**src/rtl/mem_access_ctrl.sv**
```systemverilog
// Multicycle sequencer for data-memory loads and stores (byte/half/word).
// Sub-word stores use read-modify-write; misaligned or reserved-size requests finish at once with err.
module mem_access_ctrl #(
    parameter int MEM_LAT = 2
) (
    input  logic        clk,
    input  logic        reset,
    input  logic        start,
    input  logic        is_store,
    input  logic [1:0]  size,
    input  logic [31:0] addr,
    input  logic [31:0] store_data,
    input  logic [31:0] mem_rdata,
    output logic [31:0] mem_addr,
    output logic [31:0] mem_wdata,
    output logic        mem_wr,
    output logic        mdr_load,
    output logic [1:0]  ls_control,
    output logic        busy,
    output logic        done,
    output logic        err,
    output logic [2:0]  dbg_state
);

    typedef enum logic [2:0] {
        S_IDLE     = 3'd0,
        S_RD_WAIT  = 3'd1,
        S_LOAD_CAP = 3'd2,
        S_MERGE    = 3'd3,
        S_WRITE    = 3'd4,
        S_DONE     = 3'd5
    } state_t;

    localparam logic [3:0] LAT = 4'(MEM_LAT);

    state_t      state_q, state_d;
    logic [3:0]  cnt_q, cnt_d;
    logic [31:0] addr_q, addr_d;
    logic [31:0] wdata_q, wdata_d;
    logic [1:0]  size_q, size_d;
    logic        store_q, store_d;
    logic        err_q, err_d;
    logic        misaligned;

    assign misaligned = (size == 2'b11)
                      || (size == 2'b01 && addr[0])
                      || (size == 2'b10 && addr[1:0] != 2'b00);

    always_ff @(posedge clk or posedge reset) begin
        if (reset) begin
            state_q <= S_IDLE;
            cnt_q   <= 4'd0;
            addr_q  <= 32'd0;
            wdata_q <= 32'd0;
            size_q  <= 2'b00;
            store_q <= 1'b0;
            err_q   <= 1'b0;
        end else begin
            state_q <= state_d;
            cnt_q   <= cnt_d;
            addr_q  <= addr_d;
            wdata_q <= wdata_d;
            size_q  <= size_d;
            store_q <= store_d;
            err_q   <= err_d;
        end
    end

    // wdata_q holds the store operand until MERGE overwrites it with the merged word.
    always_comb begin
        state_d = state_q;
        cnt_d   = cnt_q;
        addr_d  = addr_q;
        wdata_d = wdata_q;
        size_d  = size_q;
        store_d = store_q;
        err_d   = err_q;
        case (state_q)
            S_IDLE: begin
                if (start) begin
                    addr_d  = addr;
                    size_d  = size;
                    store_d = is_store;
                    wdata_d = store_data;
                    err_d   = misaligned;
                    cnt_d   = 4'd0;
                    if (misaligned) begin
                        state_d = S_DONE;
                    end else if (is_store && size == 2'b10) begin
                        state_d = S_WRITE;
                    end else begin
                        state_d = S_RD_WAIT;
                        cnt_d   = 4'd1;
                    end
                end
            end
            S_RD_WAIT: begin
                if (cnt_q == LAT) begin
                    cnt_d   = 4'd0;
                    state_d = store_q ? S_MERGE : S_LOAD_CAP;
                end else begin
                    cnt_d = cnt_q + 4'd1;
                end
            end
            S_LOAD_CAP: state_d = S_DONE;
            S_MERGE: begin
                if (size_q == 2'b00) begin
                    wdata_d = {mem_rdata[31:8], wdata_q[7:0]};
                end else begin
                    wdata_d = {mem_rdata[31:16], wdata_q[15:0]};
                end
                state_d = S_WRITE;
            end
            S_WRITE: state_d = S_DONE;
            S_DONE:  state_d = S_IDLE;
            default: state_d = S_IDLE;
        endcase
    end

    // Strobes decode straight from the state register so reset clears them without a clock edge.
    assign mem_addr   = addr_q;
    assign mem_wdata  = wdata_q;
    assign ls_control = size_q;
    assign mem_wr     = (state_q == S_WRITE);
    assign mdr_load   = (state_q == S_LOAD_CAP);
    assign busy       = (state_q != S_IDLE);
    assign done       = (state_q == S_DONE);
    assign err        = (state_q == S_DONE) && err_q;
    assign dbg_state  = state_q;

endmodule

```
**config.mk**
```make
export PLATFORM = sky130hd
export DESIGN_NAME = mem_access_ctrl
export DESIGN_NICKNAME = d
export VERILOG_FILES = /design/src/rtl/mem_access_ctrl.sv
export SDC_FILE = /design/constraint.sdc
export NUM_CORES = 1
export LEC_CHECK = 0
export CORE_MARGIN = 1
export CORE_UTILIZATION = 43
export DETAILED_ROUTE_END_ITERATION = 7
export PLACE_DENSITY = 0.94
export SLEW_MARGIN = 20
export SYNTH_ARGS = -nofsm -noshare
export SYNTH_HDL_FRONTEND = slang
export SYNTH_SLANG_ARGS = --single-unit
```
**constraint.sdc**
```tcl
create_clock -name clk -period 3.3 [get_ports clk]
set_input_delay 0.495 -clock clk [delete_from_list [all_inputs] [get_ports clk]]
set_output_delay 0.495 -clock clk [all_outputs]
set_load 0.01 [all_outputs]
```
==> report_table.html <==
<table>
<tr><th>Metric</th><th>Value</th></tr>
<tr><th colspan="2">Critical path</th></tr>
<tr><td>Worst path buffer plus inverter count</td><td>1</td></tr>
<tr><td>R2R Path End</td><td>mem_wdata[9]</td></tr>
<tr><td>Worst R2R Path Depth</td><td>4</td></tr>
<tr><td>CP max-delay cell</td><td>sky130_fd_sc_hd__dfrtp_1</td></tr>
<tr><td>Start of the worst register-to-register path</td><td>dbg_state[2]</td></tr>
<tr><td>Largest delay contributor family on the critical path</td><td>flip-flops</td></tr>
<tr><td>Top fanout value on the critical path</td><td>15</td></tr>
<tr><td>Critical Path End Type</td><td>output pin</td></tr>
<tr><td>Cell-by-cell trace of the critical path</td><td>nor2b_1, and3_1, clkdlybuf4s50_1</td></tr>
<tr><td>Critical path startpoint</td><td>dbg_state[0]</td></tr>
<tr><td>Required time reported for the critical path endpoint</td><td>2.80 ns</td></tr>
<tr><td>Stage delay of the slowest cell on the critical path</td><td>0.67 ns</td></tr>
<tr><td>Type of origin of the critical path</td><td>flip-flop</td></tr>
<tr><td>Crit path kind</td><td>flip-flop to output pin</td></tr>
<tr><td>Flop-to-flop setup slack</td><td>1.08 ns</td></tr>
<tr><td>Data arrival, critical path</td><td>2.09 ns</td></tr>
<tr><th colspan="2">Floorplan</th></tr>
<tr><td>Core ar.</td><td>7410 um2</td></tr>
<tr><td>Overall die width</td><td>90.4 um</td></tr>
<tr><td>Die area</td><td>8180 um2</td></tr>
<tr><td>Initial Util</td><td>45.4%</td></tr>
<tr><td>Ports placed on the boundary</td><td>176</td></tr>
<tr><td>Site Rows</td><td>31</td></tr>
<tr><td>Height of the chip</td><td>90.4 um</td></tr>
<tr><th colspan="2">Clock network</th></tr>
<tr><td>CTS tree</td><td>done</td></tr>
<tr><td>Maximum number of buffers from clock root to sink</td><td>2</td></tr>
<tr><td>Cts bufs inserted</td><td>9</td></tr>
<tr><td>Number of gates resized after cts</td><td>0</td></tr>
<tr><td>Cts-stage hold buffer count</td><td>0</td></tr>
<tr><td>Post CTS Setup Buffer Count</td><td>0</td></tr>
<tr><td>Clock latency on the worst-skew pair</td><td>0.33 ns</td></tr>
<tr><td>Clock Root Buffer</td><td>sky130_fd_sc_hd__clkbuf_8</td></tr>
<tr><td>Post-CTS clock slew at the launch and capture registers of the worst setup and hold paths</td><td>0.08 ns</td></tr>
<tr><td>Clock sinks</td><td>75</td></tr>
<tr><td>H-tree lvl count</td><td>3</td></tr>
<tr><th colspan="2">Yosys</th></tr>
<tr><td>Area share of the leading cell type in the synthesized netlist</td><td>55.8%</td></tr>
<tr><td>Average cell area after synthesis</td><td>13.5 um2</td></tr>
<tr><td>Async S/R FF share, synth</td><td>100%</td></tr>
<tr><td>Number of flops mapped to enable cells by yosys</td><td>0</td></tr>
<tr><td>Most frequently used flop master after synthesis</td><td>sky130_fd_sc_hd__dfrtp_1</td></tr>
<tr><td>Yosys warns</td><td>0</td></tr>
<tr><td>Synth unique cells</td><td>43</td></tr>
<tr><td>Post-synthesis instance total</td><td>249</td></tr>
<tr><td>Yosys reg bits</td><td>75</td></tr>
<tr><td>Dominant cells by area after synthesis</td><td>sky130_fd_sc_hd__dfrtp_1, sky130_fd_sc_hd__mux2_2, sky130_fd_sc_hd__mux2i_1</td></tr>
<tr><td>Post-Syn Nets</td><td>353</td></tr>
<tr><td>Post-Syn Area</td><td>3360 um2</td></tr>
<tr><td>Sequential share of the synthesized area</td><td>55.8%</td></tr>
<tr><td>Post-synth top area cell</td><td>sky130_fd_sc_hd__dfrtp_1</td></tr>
<tr><th colspan="2">Routing</th></tr>
<tr><td>Total vias in the final route</td><td>2637</td></tr>
<tr><td>DRT antenna net count</td><td>0</td></tr>
<tr><td>Total DRC errors in the routed layout</td><td>0</td></tr>
<tr><td>Routed wire per std cell</td><td>16.0 um</td></tr>
<tr><td>Total wire length</td><td>8300 um</td></tr>
<tr><td>Via density per instance</td><td>5.08</td></tr>
<tr><td>DR pass1 iterations</td><td>6</td></tr>
<tr><td>Initial drt markers</td><td>159</td></tr>
<tr><th colspan="2">Placed design</th></tr>
<tr><td>Routability-driven placement congestion ratio</td><td>0.755</td></tr>
<tr><td>Detailed Place HPWL</td><td>5990 um</td></tr>
<tr><td>IO Port Bufs</td><td>167</td></tr>
<tr><th colspan="2">Layout</th></tr>
<tr><td>Share of final-layout standard cells stronger than drive strength 1</td><td>20.5%</td></tr>
<tr><td>Nets</td><td>519</td></tr>
<tr><td>Ant. Diodes</td><td>0</td></tr>
<tr><td>Post-Route Utilization</td><td>71.6%</td></tr>
<tr><td>Area delta synth-&gt;final</td><td>57.8%</td></tr>
<tr><th colspan="2">Global route</th></tr>
<tr><td>Maximum number of pins on one net before global-route repair</td><td>63</td></tr>
<tr><td>Number of global-route vias before repair</td><td>2848</td></tr>
<tr><td>First-pass GRT wire length</td><td>13600 um</td></tr>
<tr><td>Gr usage total</td><td>21.0%</td></tr>
<tr><td>Initial antenna violation count</td><td>0</td></tr>
<tr><td>Global-route congestion overflow total</td><td>0</td></tr>
<tr><th colspan="2">Timing</th></tr>
<tr><td>Final critical path time including I/O delays and setup</td><td>2.59 ns</td></tr>
<tr><td>Headroom to the max-slew limit</td><td>53.7%</td></tr>
<tr><td>Maximum frequency from static timing analysis</td><td>0.387 GHz</td></tr>
<tr><td>Count of final max-slew check failures</td><td>0</td></tr>
<tr><td>Worst-case clock skew</td><td>0.00839 ns</td></tr>
<tr><td>Slew at the pin with the worst max-slew slack</td><td>0.695 ns</td></tr>
<tr><td>Final setup fails</td><td>0</td></tr>
<tr><td>Fin Setup TNS</td><td>0 ns</td></tr>
<tr><td>Count of final hold-check violations</td><td>0</td></tr>
<tr><td>Setup repair after global routing missed its margin</td><td>no</td></tr>
<tr><td>Ratio of final minimum period to clock period</td><td>78.4%</td></tr>
<tr><th colspan="2">Worst hold path</th></tr>
<tr><td>Startpoint of the worst hold path</td><td>mem_wdata[12]</td></tr>
<tr><td>Worst Hold Path Cells</td><td>1</td></tr>
<tr><td>Hold EP</td><td>mem_wdata[12]</td></tr>
<tr><td>Worst min path class</td><td>flip-flop to flip-flop</td></tr>
<tr><th colspan="2">Power</th></tr>
<tr><td>Power density over the cells</td><td>906 nW/um2</td></tr>
<tr><td>Peak supply drop</td><td>0.000498 V</td></tr>
<tr><td>Net switching component of the power</td><td>0.00149 W</td></tr>
<tr><td>Tot Pwr</td><td>0.00481 W</td></tr>
<tr><td>Proportion of power drawn by flip-flops and latches</td><td>35.3%</td></tr>
<tr><td>Switching Share</td><td>31.1%</td></tr>
<tr><td>Pleak</td><td>2.15 nW</td></tr>
<tr><td>Clock power frac</td><td>17.6%</td></tr>
<tr><td>Portion of total power attributed to combinational logic</td><td>47.0%</td></tr>
<tr><td>Internal cell power</td><td>0.00331 W</td></tr>
<tr><th colspan="2">Run</th></tr>
<tr><td>Number of max-capacitance violations reported</td><td>0</td></tr>
<tr><th colspan="2">Status</th></tr>
<tr><td>Run status</td><td>finished, final reports clean</td></tr>
</table>
==> layout by cell type, fill, tap and decap left out, types with 3 or more instances in the layout <==
| cell type | n |
|---|---|
| sky130_fd_sc_hd__a21oi_1 | 17 |
| sky130_fd_sc_hd__mux2i_1 | 16 |
| sky130_fd_sc_hd__dfrtp_1 | 75 |
| sky130_fd_sc_hd__clkdlybuf4s50_1 | 167 |
| sky130_fd_sc_hd__mux2_2 | 59 |
| sky130_fd_sc_hd__buf_4 | 3 |
| sky130_fd_sc_hd__nor3b_1 | 4 |
| sky130_fd_sc_hd__nor2_1 | 17 |
| sky130_fd_sc_hd__o21ai_0 | 4 |
| sky130_fd_sc_hd__clkbuf_8 | 10 |
| sky130_fd_sc_hd__bufinv_16 | 3 |
==> power by group through the flow <==
stage	Combinational, W	Clock [W]	Sequential (W)
detailed placement	0.00228	0	0.00171
floorplan	0.000978	0	0.00184
global placement	0.00221	0	0.00167
finish	0.00226	0.000848	0.00170
global route	0.00241	0.000919	0.00176
CTS	0.00229	0.000868	0.00170
==> stage by stage <==
step	hold WS, ns	setup slack, ns	cell area (um2)	std cells
5_1_grt	0.519	0.548	5310	519
2_1_floorplan	0.481	0.895	3360	249
4_1_cts	0.512	0.707	5310	519
3_3_place_gp	0.488	1.07	5060	503
3_5_place_dp	0.495	1.06	5060	503
6_report	0.507	0.714	5310	519
==> cell usage after synthesis, types with 3 or more instances <==
master                     count
sky130_fd_sc_hd__dfrtp_1      75
sky130_fd_sc_hd__o21ai_0       4
sky130_fd_sc_hd__nor2_1       17
sky130_fd_sc_hd__buf_6         6
sky130_fd_sc_hd__inv_1         3
sky130_fd_sc_hd__mux2i_1      16
sky130_fd_sc_hd__clkbuf_1      5
sky130_fd_sc_hd__mux2_2       59
sky130_fd_sc_hd__a21oi_1      17
sky130_fd_sc_hd__nor3b_1       4
==> routing by layer <==
layer	GRT usage, %	part of all wire, %	vias up
met5	0	0	-
met3	7.66	8.1	10
met4	6.18	1.3	0
met1	23.5	37	1288
li1	-	-	1227
met2	37.3	53	112
==> worst max-delay path by stage <==
stage                                to  slack, ns  depth (start not counted)
final                               err       0.71                          3
after global routing                err       0.55                          3
after CTS                           err       0.71                          3
after detailed placement  mem_wdata[30]       1.06                          5
after global placement    mem_wdata[11]       1.07                          4
after floorplan                cnt_q[0]       0.90                          1
==> worst reg2reg max path: stages (launching register included) <==
cell and delay [ns]:
sky130_fd_sc_hd__dfrtp_1 0.80, sky130_fd_sc_hd__nand3b_2 0.28, sky130_fd_sc_hd__buf_4 0.38, sky130_fd_sc_hd__mux2_2 0.39
sky130_fd_sc_hd__mux2_2 0.26
==> flip-flops by register name (all words and copies together) (netlist names) <==
name and cells:
dbg_state 3, cnt_q 4, mem_wdata 32, err_q 1
store_q 1, mem_addr 32, ls_control 2
==> cells by family (layout without fill, tap and decap cells) <==
logic type,count (synthesis),after routing,share of synthesized area [%]
multiplexers,75,75,24.5
AO/OA/AOI/OAI,36,36,6.85
buffers and inverters,19,190,4.61
adder cells (fa/ha/maj),2,2,0.744
AND/OR/NAND/NOR,42,42,7.44
flip-flops,75,75,55.8
==> area by class of cell <==
type | instances | area, um2
sequential | 75 | 1880
multi-input combinational | 155 | 1340
clock buffer | 11 | 141
clock inverter | 5 | 100
inverter | 3 | 11.3
fill | 503 | 2100
tap | 99 | 124
timing repair buffer | 171 | 1710
(Power assumes the default switching activity.)
